### config.mk
export PLATFORM = sky130hd
export DESIGN_NAME = engine_batch_scheduler
export DESIGN_NICKNAME = d
export VERILOG_FILES = /design/src/rtl/render_pkg.sv /design/src/rtl/raster_counter.sv /design/src/rtl/engine_batch_scheduler.sv
export SDC_FILE = /design/constraint.sdc
export NUM_CORES = 1
export LEC_CHECK = 0
export ABC_AREA = 1
export CORE_ASPECT_RATIO = 0.6
export CORE_MARGIN = 8
export CORE_UTILIZATION = 47
export CTS_CLUSTER_DIAMETER = 60
export CTS_CLUSTER_SIZE = 25
export DETAILED_ROUTE_END_ITERATION = 7
export PLACE_DENSITY = 0.77
export SETUP_SLACK_MARGIN = 0.05
export SYNTH_ARGS = -nofsm -noshare
export SYNTH_HDL_FRONTEND = slang
export SYNTH_SLANG_ARGS = --single-unit
export TNS_END_PERCENT = 100
### constraint.sdc
create_clock -name clk -period 9.83 [get_ports clk]
set_input_delay 2.949 -clock clk [delete_from_list [all_inputs] [get_ports clk]]
set_output_delay 2.949 -clock clk [all_outputs]
set_load 0.005 [all_outputs]
### src/rtl/render_pkg.sv
// Shared defaults and scheduler state encoding for the pixel-engine pipeline.
package render_pkg;

  localparam int unsigned DefNumEngines     = 30;
  localparam int unsigned DefIterWidth      = 8;
  localparam int unsigned DefScreenWidth    = 640;
  localparam int unsigned DefScreenHeight   = 480;
  localparam int unsigned DefPixelDataWidth = 10;
  localparam int unsigned DefTimeoutCycles  = 4096;

  typedef enum logic [2:0] {
    StIdle,
    StStart,
    StWait,
    StDrain,
    StAdvance
  } sched_state_t;

  // Index width that stays legal for a single-entry buffer.
  function automatic int unsigned idx_width(input int unsigned n);
    return (n > 1) ? $clog2(n) : 1;
  endfunction

endpackage

### src/rtl/raster_counter.sv
// Raster position tracker: x/y advance once per accepted beat, with line and frame wrap.
// sof/eol describe the current position, not the validity of any beat.
module raster_counter #(
  parameter int unsigned SCREEN_WIDTH     = 640,
  parameter int unsigned SCREEN_HEIGHT    = 480,
  parameter int unsigned PIXEL_DATA_WIDTH = 10
) (
  input  logic clk,
  input  logic reset,
  input  logic advance,
  output logic sof,
  output logic eol
);

  localparam logic [PIXEL_DATA_WIDTH-1:0] XLast = PIXEL_DATA_WIDTH'(SCREEN_WIDTH - 1);
  localparam logic [PIXEL_DATA_WIDTH-1:0] YLast = PIXEL_DATA_WIDTH'(SCREEN_HEIGHT - 1);

  logic [PIXEL_DATA_WIDTH-1:0] x_q;
  logic [PIXEL_DATA_WIDTH-1:0] y_q;

  // Step x per beat; end of line bumps y, end of frame returns to origin
  always_ff @(posedge clk) begin
    if (reset) begin
      x_q <= '0;
      y_q <= '0;
    end else if (advance) begin
      if (x_q == XLast) begin
        x_q <= '0;
        y_q <= (y_q == YLast) ? '0 : y_q + 1'b1;
      end else begin
        x_q <= x_q + 1'b1;
      end
    end
  end

  assign sof = (x_q == '0) && (y_q == '0);
  assign eol = (x_q == XLast);

endmodule

### src/rtl/engine_batch_scheduler.sv
// Batch scheduler for the pixel-engine array: start all engines, wait for every done,
// snapshot the results, stream them out in raster order, then advance the distributor.
// Optional build macro BATCH_TIMEOUT_EN adds a WAIT watchdog that forces a capture after
// TIMEOUT_CYCLES, substitutes all-ones for unfinished engines and sets sticky err_timeout.
module engine_batch_scheduler
  import render_pkg::*;
#(
  parameter int unsigned NUM_ENGINES      = DefNumEngines,
  parameter int unsigned ITER_WIDTH       = DefIterWidth,
  parameter int unsigned SCREEN_WIDTH     = DefScreenWidth,
  parameter int unsigned SCREEN_HEIGHT    = DefScreenHeight,
  parameter int unsigned PIXEL_DATA_WIDTH = DefPixelDataWidth,
  parameter int unsigned TIMEOUT_CYCLES   = DefTimeoutCycles
) (
  input  logic                              clk,
  input  logic                              reset,
  input  logic                              enable,
  output logic                              eng_start,
  input  logic [NUM_ENGINES-1:0]            eng_done,
  input  logic [NUM_ENGINES*ITER_WIDTH-1:0] eng_result,
  output logic                              fin_flag,
  output logic [ITER_WIDTH-1:0]             out_data,
  output logic                              out_valid,
  input  logic                              out_ready,
  output logic                              out_sof,
  output logic                              out_eol,
  output logic                              busy,
  output logic                              err_timeout
);

  localparam int unsigned IdxW = idx_width(NUM_ENGINES);
  localparam logic [IdxW-1:0] IdxLast = IdxW'(NUM_ENGINES - 1);

  sched_state_t                     state_q;
  logic [IdxW-1:0]                  idx_q;
  logic [ITER_WIDTH-1:0]            res_buf_q [NUM_ENGINES];
  logic                             eng_start_q;
  logic                             fin_flag_q;
  logic                             out_valid_q;
  logic                             busy_q;

  logic                             all_done;
  logic                             capture;
  logic                             beat;
  logic [NUM_ENGINES*ITER_WIDTH-1:0] capture_data;
  logic                             raster_sof;
  logic                             raster_eol;

  assign all_done = &eng_done;
  assign beat     = out_valid_q & out_ready;

`ifdef BATCH_TIMEOUT_EN
  localparam int unsigned CntW = $clog2(TIMEOUT_CYCLES + 1);
  localparam logic [CntW-1:0] CntLast = CntW'(TIMEOUT_CYCLES - 1);

  logic [CntW-1:0] wait_cnt_q;
  logic            err_timeout_q;
  logic            timeout_hit;

  // Last permitted WAIT cycle reached with at least one engine still running
  assign timeout_hit = (state_q == StWait) && !all_done && (wait_cnt_q == CntLast);

  // Watchdog: count WAIT cycles from the first one; latch the error until reset
  always_ff @(posedge clk) begin
    if (reset) begin
      wait_cnt_q    <= '0;
      err_timeout_q <= 1'b0;
    end else begin
      wait_cnt_q <= (state_q == StWait) ? wait_cnt_q + 1'b1 : '0;
      if (timeout_hit) begin
        err_timeout_q <= 1'b1;
      end
    end
  end

  // Unfinished engines report the maximum iteration count
  always_comb begin
    capture_data = eng_result;
    for (int i = 0; i < NUM_ENGINES; i++) begin
      if (!eng_done[i]) begin
        capture_data[i*ITER_WIDTH +: ITER_WIDTH] = '1;
      end
    end
  end

  assign capture     = (state_q == StWait) && (all_done || timeout_hit);
  assign err_timeout = err_timeout_q;
`else
  assign capture_data = eng_result;
  assign capture      = (state_q == StWait) && all_done;
  assign err_timeout  = 1'b0;
`endif

  // Snapshot every engine result in the single capture cycle
  always_ff @(posedge clk) begin
    if (capture) begin
      for (int i = 0; i < NUM_ENGINES; i++) begin
        res_buf_q[i] <= capture_data[i*ITER_WIDTH +: ITER_WIDTH];
      end
    end
  end

  // Batch sequencer; strobes and flags are registered alongside the state
  always_ff @(posedge clk) begin
    if (reset) begin
      state_q     <= StIdle;
      idx_q       <= '0;
      eng_start_q <= 1'b0;
      fin_flag_q  <= 1'b0;
      out_valid_q <= 1'b0;
      busy_q      <= 1'b0;
    end else begin
      eng_start_q <= 1'b0;
      fin_flag_q  <= 1'b0;
      unique case (state_q)
        StIdle: begin
          if (enable) begin
            state_q     <= StStart;
            eng_start_q <= 1'b1;
            busy_q      <= 1'b1;
          end
        end
        // Done flags may still be stale here; engines clear them on this strobe
        StStart: begin
          state_q <= StWait;
        end
        StWait: begin
          if (capture) begin
            state_q     <= StDrain;
            out_valid_q <= 1'b1;
            idx_q       <= '0;
          end
        end
        StDrain: begin
          if (beat) begin
            if (idx_q == IdxLast) begin
              state_q     <= StAdvance;
              out_valid_q <= 1'b0;
              fin_flag_q  <= 1'b1;
              idx_q       <= '0;
            end else begin
              idx_q <= idx_q + 1'b1;
            end
          end
        end
        // Distributor advances on this edge, so the next start sees fresh coordinates
        StAdvance: begin
          if (enable) begin
            state_q     <= StStart;
            eng_start_q <= 1'b1;
          end else begin
            state_q <= StIdle;
            busy_q  <= 1'b0;
          end
        end
        default: begin
          state_q <= StIdle;
        end
      endcase
    end
  end

  raster_counter #(
    .SCREEN_WIDTH    (SCREEN_WIDTH),
    .SCREEN_HEIGHT   (SCREEN_HEIGHT),
    .PIXEL_DATA_WIDTH(PIXEL_DATA_WIDTH)
  ) u_raster (
    .clk    (clk),
    .reset  (reset),
    .advance(beat),
    .sof    (raster_sof),
    .eol    (raster_eol)
  );

  assign eng_start = eng_start_q;
  assign fin_flag  = fin_flag_q;
  assign out_valid = out_valid_q;
  assign busy      = busy_q;
  assign out_data  = out_valid_q ? res_buf_q[idx_q] : '0;
  assign out_sof   = raster_sof & out_valid_q;
  assign out_eol   = raster_eol & out_valid_q;

endmodule

==> metrics.txt, run 1 <==
# TYPE chip_impl_metric gauge
chip_impl_metric{name="hpwlAfterDp",unit="microns"} 24200
chip_impl_info{name="critPathCaptureType",value="primary output"} 1
chip_impl_metric{name="power.share.sequential",unit=""} 0.590
chip_impl_info{name="criticalPathCategory",value="register to primary output"} 1
chip_impl_metric{name="max_clock_freq",unit="MHz"} 147
chip_impl_metric{name="first_iter_violations",unit=""} 1064
chip_impl_metric{name="rr_worst_depth",unit=""} 4
chip_impl_metric{name="p_per_area",unit="nW/um^2"} 144
chip_impl_metric{name="postCtsResizedCells",unit=""} 0
chip_impl_info{name="commonest_non_fill_non_tap_cells_in_the_layout",value="sky130_fd_sc_hd__nand2_1 (353), sky130_fd_sc_hd__clkdlybuf4s50_1 (287), sky130_fd_sc_hd__edfxtp_1 (240)"} 1
chip_impl_info{name="cts_root_buffer",value="sky130_fd_sc_hd__clkbuf_16"} 1
chip_impl_metric{name="cts_num_sinks",unit=""} 277
chip_impl_metric{name="critical_path_arrival",unit="ns"} 3.86
chip_impl_metric{name="grt_antenna_before_repair",unit=""} 7
chip_impl_metric{name="crit_required",unit="ns"} 6.88
chip_impl_metric{name="syn-mean-instance-area",unit="sq um"} 10.5
chip_impl_metric{name="finalWirelength",unit="microns"} 33800
chip_impl_metric{name="cts_max_path_bufs",unit=""} 3
chip_impl_info{name="cts_tree",value="built"} 1
chip_impl_metric{name="worst_hold_path.num_cells",unit=""} 2
chip_impl_metric{name="power.combinational.fraction",unit=""} 0.105
chip_impl_metric{name="first_global_vias",unit=""} 8584
chip_impl_metric{name="n_fill_cell",unit=""} 1887
chip_impl_metric{name="die_w",unit="microns"} 219
chip_impl_metric{name="synth.lib_cells_used.distinct",unit=""} 36
chip_impl_metric{name="maxCapViolCount",unit=""} 0
chip_impl_metric{name="final_net_count",unit=""} 1650
chip_impl_metric{name="drt_drc_violations_left",unit=""} 0
chip_impl_metric{name="final.period_utilization",unit=""} 0.693
chip_impl_metric{name="p_switching",unit="mW"} 0.481
chip_impl_metric{name="die_height",unit="microns"} 138
chip_impl_metric{name="setup_viol_count_final",unit=""} 0
chip_impl_metric{name="synthesis.area",unit="sq um"} 11700
chip_impl_metric{name="total_leakage_power",unit="nW"} 5.54
chip_impl_metric{name="skew_final",unit="ns"} 0.0156
chip_impl_metric{name="timing.setup.tns",unit="ns"} 0
chip_impl_metric{name="initial_utilization",unit=""} 0.480
chip_impl_info{name="worstReg2RegStart",value="state_q[2]"} 1
chip_impl_metric{name="largest_net_degree_at_the_start_of_global_routing",unit=""} 101
chip_impl_metric{name="multiInputGateArea",unit="sq um"} 3210
chip_impl_metric{name="antenna_violating_nets_post_route",unit=""} 0
chip_impl_metric{name="synth_cells",unit=""} 1112
chip_impl_metric{name="all_layer_global_routing_usage",unit=""} 0.211
chip_impl_metric{name="power.share.switching",unit=""} 0.220
chip_impl_metric{name="grt_pass1_wl",unit="microns"} 50400
chip_impl_metric{name="globalRouteOverflowTotal",unit=""} 0
chip_impl_metric{name="cts_hold_repair_buffers",unit=""} 0
chip_impl_metric{name="synthDominantCellAreaShare",unit=""} 0.618
chip_impl_metric{name="final_layout_size_suffix_gt1_frac",unit=""} 0.0305
chip_impl_metric{name="floorplan.die_area",unit="sq um"} 30300
chip_impl_metric{name="synth-warning-count",unit=""} 0
chip_impl_metric{name="yosysSeqAreaShare",unit=""} 0.682
chip_impl_metric{name="cts.reportedPaths.clkPinSlew",unit="ns"} 0.10
chip_impl_metric{name="fin_worst_hold_slack",unit="ns"} 0.510
chip_impl_metric{name="clock_power_share",unit=""} 0.305
chip_impl_metric{name="wire_per_inst",unit="microns"} 19.9
chip_impl_metric{name="syn_to_final_growth",unit="%"} 30.1
chip_impl_metric{name="post_drt_via_cell_ratio",unit=""} 5.37
chip_impl_info{name="netlist_top_cells_area",value="sky130_fd_sc_hd__edfxtp_1 (62%), sky130_fd_sc_hd__nand2_1 (11%), sky130_fd_sc_hd__nand3_1 (7.7%)"} 1
chip_impl_metric{name="cts-buffers-inserted",unit=""} 15
chip_impl_metric{name="timing.final.max_slew_violations",unit=""} 0
chip_impl_metric{name="total_power",unit="mW"} 2.19
chip_impl_metric{name="tightest_slew",unit="ns"} 0.898
chip_impl_metric{name="number_of_hold_slack_violations_in_the_final_timing_report",unit=""} 0
chip_impl_metric{name="intPower",unit="mW"} 1.71
chip_impl_metric{name="relSlewSlack",unit=""} 0.401
chip_impl_metric{name="post-route-min-period",unit="ns"} 6.81
chip_impl_metric{name="design.portCount",unit=""} 289
chip_impl_metric{name="clkLatencyLatePin",unit="ns"} 0.49
chip_impl_metric{name="final-seq-area",unit="sq um"} 7950
chip_impl_metric{name="drt-pass1-iter-count",unit=""} 5
chip_impl_metric{name="crit_path_max_fanout",unit=""} 70
chip_impl_metric{name="floorplan.core_area",unit="sq um"} 24300
chip_impl_info{name="holdCritPathClass",value="register to register"} 1
chip_impl_metric{name="cts_setup_buffers",unit=""} 0
chip_impl_info{name="endpoint",value="out_data[3]"} 1
chip_impl_metric{name="synth.ff_latch_count",unit=""} 277
chip_impl_metric{name="reg2reg_slack",unit="ns"} 6.78
chip_impl_info{name="layout_commonest_cell",value="sky130_fd_sc_hd__nand2_1"} 1
chip_impl_metric{name="gpl.final_weighted_congestion",unit=""} 0.856
chip_impl_info{name="run_status",value="finished, final reports clean"} 1
chip_impl_info{name="worstReg2RegEnd",value="res_buf_q[23][6]"} 1
chip_impl_info{name="cp_launch_type",value="register"} 1
chip_impl_metric{name="floorplan.rows",unit=""} 44
chip_impl_info{name="synthDominantAreaCellType",value="sky130_fd_sc_hd__edfxtp_1"} 1
chip_impl_metric{name="syn-num-nets",unit=""} 1392
chip_impl_metric{name="htreeDepth",unit=""} 1
chip_impl_info{name="grt_setup_unrepaired",value="no"} 1
chip_impl_metric{name="max-vdd-ir-drop",unit="mV"} 0.0799
chip_impl_metric{name="port-buffer-count",unit=""} 287
chip_impl_metric{name="dr_total_vias",unit=""} 9129
cell type report:
| type | count | area share |
|---|---|---|
| clock inverter | 4 | 0.00247 |
| antenna | 1 | 0.000165 |
| clock buffer | 20 | 0.0266 |
| inverter | 58 | 0.0150 |
| sequential | 277 | 0.524 |
| timing repair buffer | 294 | 0.193 |
| multi-input combinational | 724 | 0.212 |
| tap | 322 | 0.0266 |
power by group through the flow:
| stage | Sequential, mW | Combinational (mW) | Clock (mW) |
|---|---|---|---|
| final | 1.29 | 0.230 | 0.667 |
| after global routing | 1.29 | 0.250 | 0.719 |
| after CTS | 1.29 | 0.230 | 0.680 |
| after detailed placement | 1.32 | 0.228 | 0 |
| after global placement | 1.32 | 0.224 | 0 |
| after floorplan | 1.31 | 0.0896 | 0 |
flip-flops by register name (all words and copies together) (netlist names), named ones only:
name	count
out_valid	1
eng_start	1
busy	1
state_q	3
fin_flag	1
u_raster.y_q	10
u_raster.x_q	10
res_buf_q	240
idx_q	5
cells in the mapped netlist:
cell / number
sky130_fd_sc_hd__nand2_1: 353
sky130_fd_sc_hd__edfxtp_1: 240
sky130_fd_sc_hd__nand3_1: 179
sky130_fd_sc_hd__nor2_1: 70
sky130_fd_sc_hd__inv_1: 54
sky130_fd_sc_hd__a21oi_1: 47
sky130_fd_sc_hd__dfxtp_1: 37
sky130_fd_sc_hd__o21ai_0: 28
sky130_fd_sc_hd__buf_2: 27
sky130_fd_sc_hd__clkbuf_1: 12
sky130_fd_sc_hd__buf_4: 10
sky130_fd_sc_hd__nand4_1: 8
sky130_fd_sc_hd__nor3_1: 7
sky130_fd_sc_hd__ha_1: 6
sky130_fd_sc_hd__xor2_1: 5
sky130_fd_sc_hd__buf_1: 3
sky130_fd_sc_hd__or2_2: 3
sky130_fd_sc_hd__inv_2: 2
sky130_fd_sc_hd__nand2_2: 2
sky130_fd_sc_hd__nor4_1: 2
sky130_fd_sc_hd__o21bai_1: 2
sky130_fd_sc_hd__a211oi_1: 1
sky130_fd_sc_hd__a21o_1: 1
sky130_fd_sc_hd__a311oi_1: 1
sky130_fd_sc_hd__a31oi_1: 1
sky130_fd_sc_hd__clkbuf_8: 1
sky130_fd_sc_hd__clkinv_1: 1
sky130_fd_sc_hd__clkinv_2: 1
sky130_fd_sc_hd__conb_1: 1
sky130_fd_sc_hd__nand3b_1: 1
sky130_fd_sc_hd__nand4_2: 1
sky130_fd_sc_hd__nor2_2: 1
sky130_fd_sc_hd__nor3_2: 1
sky130_fd_sc_hd__nor3b_1: 1
sky130_fd_sc_hd__o22ai_1: 1
sky130_fd_sc_hd__xnor2_1: 1
cell families (layout without fill, tap and decap cells):
kind of cell    Yosys count  after routing  synth area share
simple gates            629            629             0.228
flops                   277            277             0.682
buf+inv                 111            376            0.0428
compound gates           82             82            0.0366
fa+ha+maj                 6              6           0.00644
xor+xnor                  6              6           0.00451
other cells               1              2          0.000322
worst min path at each step:
| stage | start | to | slack (ns) |
|---|---|---|---|
| finish | u_raster.y_q[9] | u_raster.y_q[9] | 0.51 |
| detailed placement | u_raster.y_q[9] | u_raster.y_q[9] | 0.49 |
| global route | u_raster.y_q[9] | u_raster.y_q[9] | 0.52 |
| global placement | u_raster.x_q[0] | u_raster.x_q[0] | 0.47 |
| CTS | u_raster.y_q[9] | u_raster.y_q[9] | 0.51 |
| floorplan | u_raster.x_q[0] | u_raster.x_q[0] | 0.46 |
per-layer routing:
metal,part of all wire,track usage,wire [microns],vias up
met5,0.0024,0,80,-
met2,0.44,0.315,14900,457
met4,0.016,0.0375,544,12
met3,0.11,0.0586,3740,45
li1,-,-,-,4307
met1,0.43,0.307,14600,4308
worst max-delay path, stage by stage (launching register included):
cell and delay (ns):
sky130_fd_sc_hd__dfxtp_4 0.76, sky130_fd_sc_hd__clkinv_2 0.61, sky130_fd_sc_hd__buf_4 0.52, sky130_fd_sc_hd__nand2_1 0.15, sky130_fd_sc_hd__nand3_1 0.09, sky130_fd_sc_hd__nand3_1 0.14
sky130_fd_sc_hd__nand2_1 0.13, sky130_fd_sc_hd__nand2_1 0.09, sky130_fd_sc_hd__nand2_1 0.06, sky130_fd_sc_hd__nor2_1 0.18, sky130_fd_sc_hd__nor2_1 0.10, sky130_fd_sc_hd__clkdlybuf4s50_1 0.45
metrics by stage:
stage / std cells / area, sq um / setup slack (ns) / util
final: 1700 / 15200 / 3.02 / 0.625
after global routing: 1700 / 15200 / 2.78 / 0.625
after CTS: 1699 / 15200 / 3.07 / 0.625
after detailed placement: 1675 / 14700 / 3.63 / 0.606
after global placement: 1675 / 14700 / 3.66 / 0.606
after floorplan: 1112 / 11700 / 1.14 / -
(Power assumes the default switching activity.)
==> run 2: changes to the inputs <==
--- a/config.mk
+++ b/config.mk
@@ -8,7 +8,7 @@
 export ABC_AREA = 1
 export CORE_ASPECT_RATIO = 0.6
 export CORE_MARGIN = 8
-export CORE_UTILIZATION = 47
+export CORE_UTILIZATION = 45
 export CTS_CLUSTER_DIAMETER = 60
 export CTS_CLUSTER_SIZE = 25
 export DETAILED_ROUTE_END_ITERATION = 7
==> constraint.sdc (replaced) <==
create_clock -name clk -period 6.2 [get_ports clk]
set_input_delay 1.86 -clock clk [delete_from_list [all_inputs] [get_ports clk]]
set_output_delay 1.86 -clock clk [all_outputs]
set_load 0.005 [all_outputs]
==> run 2 against run 1 <==
Against the previous run:
- non-clock buffer count is 7 higher
- cell count is 2.1% higher
- largest cell class unchanged
- hold slack worse by 0.013 ns
- register-to-register slack worse by 3.3 ns
- highest routed layer unchanged
- worst setup slack worse by 2.2 ns
==> metrics.txt, run 2 (synthesized netlist as in run 1, its figures left out) <==
# TYPE chip_impl_metric gauge
chip_impl_info{name="run_status",value="finished, final reports clean"} 1
chip_impl_metric{name="maxCapViolCount",unit=""} 0
chip_impl_info{name="layout_commonest_cell",value="sky130_fd_sc_hd__nand2_1"} 1
chip_impl_metric{name="finalWirelength",unit="microns"} 33900
chip_impl_metric{name="wire_per_inst",unit="microns"} 19.5
chip_impl_info{name="worstReg2RegEnd",value="res_buf_q[7][4]"} 1
chip_impl_metric{name="initial_utilization",unit=""} 0.459
chip_impl_metric{name="rr_worst_depth",unit=""} 4
chip_impl_metric{name="cts_hold_repair_buffers",unit=""} 0
chip_impl_metric{name="place_area",unit="sq um"} 14900
chip_impl_metric{name="cts_num_sinks",unit=""} 277
chip_impl_info{name="crit_path_cell_trace",value="clkinv_2 > buf_12 > nand3_1 > nand3_1 > nand2_1 > nand2_1 > nand3_1 > nand2_1 > nor2_1 > clkdlybuf4s50_1"} 1
chip_impl_info{name="cp_launch_type",value="register"} 1
chip_impl_metric{name="cts-buffers-inserted",unit=""} 15
chip_impl_info{name="grt_setup_unrepaired",value="no"} 1
chip_impl_metric{name="critical_path.max_stage_delay",unit="ns"} 0.72
chip_impl_metric{name="total_power",unit="mW"} 3.48
chip_impl_metric{name="post_drt_via_cell_ratio",unit=""} 5.24
chip_impl_metric{name="skew_final",unit="ns"} 0.0285
chip_impl_metric{name="drt_drc_violations_left",unit=""} 0
chip_impl_metric{name="final_net_count",unit=""} 1657
chip_impl_metric{name="cts_max_path_bufs",unit=""} 3
chip_impl_info{name="cts_tree",value="built"} 1
chip_impl_metric{name="crit_path_max_fanout",unit=""} 69
chip_impl_info{name="register_containing_the_most_flip_flops_in_the_final_layout",value="res_buf_q"} 1
chip_impl_info{name="commonest_non_fill_non_tap_cells_in_the_layout",value="sky130_fd_sc_hd__nand2_1 (348), sky130_fd_sc_hd__clkdlybuf4s50_1 (287), sky130_fd_sc_hd__edfxtp_1 (240)"} 1
chip_impl_metric{name="n_fill_cell",unit=""} 2093
chip_impl_metric{name="design.portCount",unit=""} 289
chip_impl_metric{name="number_of_hold_slack_violations_in_the_final_timing_report",unit=""} 0
chip_impl_metric{name="globalRouteOverflowTotal",unit=""} 0
chip_impl_metric{name="p_per_area",unit="nW/um^2"} 227
chip_impl_metric{name="crit_required",unit="ns"} 4.34
chip_impl_metric{name="die_height",unit="microns"} 141
chip_impl_metric{name="utilization",unit=""} 0.603
chip_impl_info{name="cts_root_buffer",value="sky130_fd_sc_hd__clkbuf_16"} 1
chip_impl_metric{name="floorplan.die_area",unit="sq um"} 31500
chip_impl_metric{name="grt_antenna_before_repair",unit=""} 3
chip_impl_metric{name="post-route-min-period",unit="ns"} 5.39
chip_impl_metric{name="worst_hold_path.num_cells",unit=""} 2
chip_impl_metric{name="cts_setup_buffers",unit=""} 0
chip_impl_metric{name="drt-pass1-iter-count",unit=""} 5
chip_impl_metric{name="port-buffer-count",unit=""} 287
chip_impl_metric{name="clkLatencyLatePin",unit="ns"} 0.52
chip_impl_metric{name="timing.setup.tns",unit="ns"} 0
chip_impl_info{name="worst_hold_path.endpoint",value="u_raster.x_q[0]"} 1
chip_impl_metric{name="hpwlAfterDp",unit="microns"} 24700
chip_impl_metric{name="antennaDiodeCount",unit=""} 0
chip_impl_metric{name="final.period_utilization",unit=""} 0.870
chip_impl_metric{name="largest_net_degree_at_the_start_of_global_routing",unit=""} 70
chip_impl_metric{name="first_iter_violations",unit=""} 982
chip_impl_metric{name="floorplan.rows",unit=""} 45
chip_impl_metric{name="largest_reg_flops",unit=""} 240
chip_impl_metric{name="setup_viol_count_final",unit=""} 0
chip_impl_metric{name="die_w",unit="microns"} 224
chip_impl_metric{name="gpl.final_weighted_congestion",unit=""} 0.846
chip_impl_info{name="worstReg2RegStart",value="state_q[2]"} 1
chip_impl_info{name="min-delay-start",value="u_raster.x_q[0]"} 1
chip_impl_metric{name="reg2reg_slack",unit="ns"} 3.50
chip_impl_info{name="holdCritPathClass",value="register to register"} 1
chip_impl_info{name="crit_path_slowest_cell",value="sky130_fd_sc_hd__dfxtp_4"} 1
chip_impl_metric{name="multiInputGateArea",unit="sq um"} 3240
chip_impl_metric{name="first_global_vias",unit=""} 9110
chip_impl_metric{name="total_leakage_power",unit="nW"} 5.59
chip_impl_metric{name="max_clock_freq",unit="MHz"} 185
chip_impl_metric{name="timing.final.max_slew_violations",unit=""} 0
chip_impl_metric{name="area_of_all_placed_cells_without_fillers",unit="sq um"} 15300
chip_impl_metric{name="antenna_violating_nets_post_route",unit=""} 0
chip_impl_metric{name="grt_pass1_wl",unit="microns"} 52000
chip_impl_metric{name="all_layer_global_routing_usage",unit=""} 0.211
chip_impl_metric{name="tightest_slew",unit="ns"} 1.07
chip_impl_metric{name="syn_to_final_growth",unit="%"} 31.4
chip_impl_metric{name="critical_path_arrival",unit="ns"} 3.53
chip_impl_info{name="critPathCaptureType",value="primary output"} 1
chip_impl_metric{name="postCtsResizedCells",unit=""} 0
chip_impl_metric{name="max-vdd-ir-drop",unit="mV"} 0.135
chip_impl_info{name="criticalPathCategory",value="register to primary output"} 1
chip_impl_metric{name="dr_total_vias",unit=""} 9090
chip_impl_metric{name="fin_worst_hold_slack",unit="ns"} 0.497
chip_impl_metric{name="relSlewSlack",unit=""} 0.285
chip_impl_metric{name="htreeDepth",unit=""} 1
chip_impl_metric{name="cts.reportedPaths.clkPinSlew",unit="ns"} 0.10
chip_impl_metric{name="final_layout_size_suffix_gt1_frac",unit=""} 0.0405
chip_impl_info{name="biggest_registers_after_layout",value="res_buf_q: 240 flops, u_raster.x_q: 10 flops, u_raster.y_q: 10 flops"} 1
chip_impl_metric{name="final-seq-area",unit="sq um"} 7950
chip_impl_metric{name="floorplan.core_area",unit="sq um"} 25400
==> run 2: cell types whose count changed in the layout (fill, tap and decap cells not counted), sizes merged <==
cell and change:
buf +7, clkinv +2, inv -2, clkbuf -1, clkinvlp +1, diode -1
==> run 2: layout make-up <==
class / count / area share
clock buffer: 19 / 0.0261
clock inverter: 5 / 0.00253
inverter: 58 / 0.0146
multi-input combinational: 724 / 0.211
sequential: 277 / 0.519
tap: 352 / 0.0287
timing repair buffer: 301 / 0.198
==> run 2: routing by layer <==
layer | vias up | global-route usage | wire length [microns]
met3 | 50 | 0.0563 | 2790
met4 | 6 | 0.0497 | 817
met5 | - | 0 | 34
met1 | 4286 | 0.290 | 15200
met2 | 417 | 0.331 | 15100
li1 | 4331 | - | -
==> run 2: metrics by stage <==
stage               setup WS [ns]  cells
floorplan                  0.0470   1112
global placement             1.41   1712
detailed placement           1.35   1712
CTS                         0.792   1736
global route                0.421   1736
finish                      0.807   1736
==> run 2: worst max-delay path, delay by kind of cell, from the launching register on <==
kind,cells,cell delay (ns)
buf+inv,3,1.53
flops,1,0.72
simple gates,7,0.71
==> run 2: how the worst max path moves through the flow <==
stage / start / endpoint / slack, ns / cells after the start
4_1_cts: register / out_data[4] / 0.79 / 11
3_5_place_dp: register / out_data[4] / 1.35 / 11
2_1_floorplan: eng_done[28] / res_buf_q[0][0] / 0.05 / 6
3_3_place_gp: register / out_data[0] / 1.41 / 10
5_1_grt: register / out_data[4] / 0.42 / 11
6_report: register / out_data[0] / 0.81 / 10
==> run 2: where the power goes <==
part | internal, mW | switching [mW] | total [mW] | leakage (nW)
registers | 2.03 | 0.0181 | 2.05 | 2.46
logic | 0.207 | 0.158 | 0.365 | 2.92
clock network | 0.470 | 0.594 | 1.06 | 0.216
total | 2.71 | 0.770 | 3.48 | 5.59
==> run 3: changes to the inputs <==
--- a/config.mk
+++ b/config.mk
@@ -14,7 +14,7 @@
 export DETAILED_ROUTE_END_ITERATION = 7
 export PLACE_DENSITY = 0.77
 export SETUP_SLACK_MARGIN = 0.05
+export SKIP_CTS_REPAIR_TIMING = 1
 export SYNTH_ARGS = -nofsm -noshare
 export SYNTH_HDL_FRONTEND = slang
 export SYNTH_SLANG_ARGS = --single-unit
-export TNS_END_PERCENT = 100
==> results of run 3 <==
No change in the layout: final DEF, timing and power equal those of run 2.
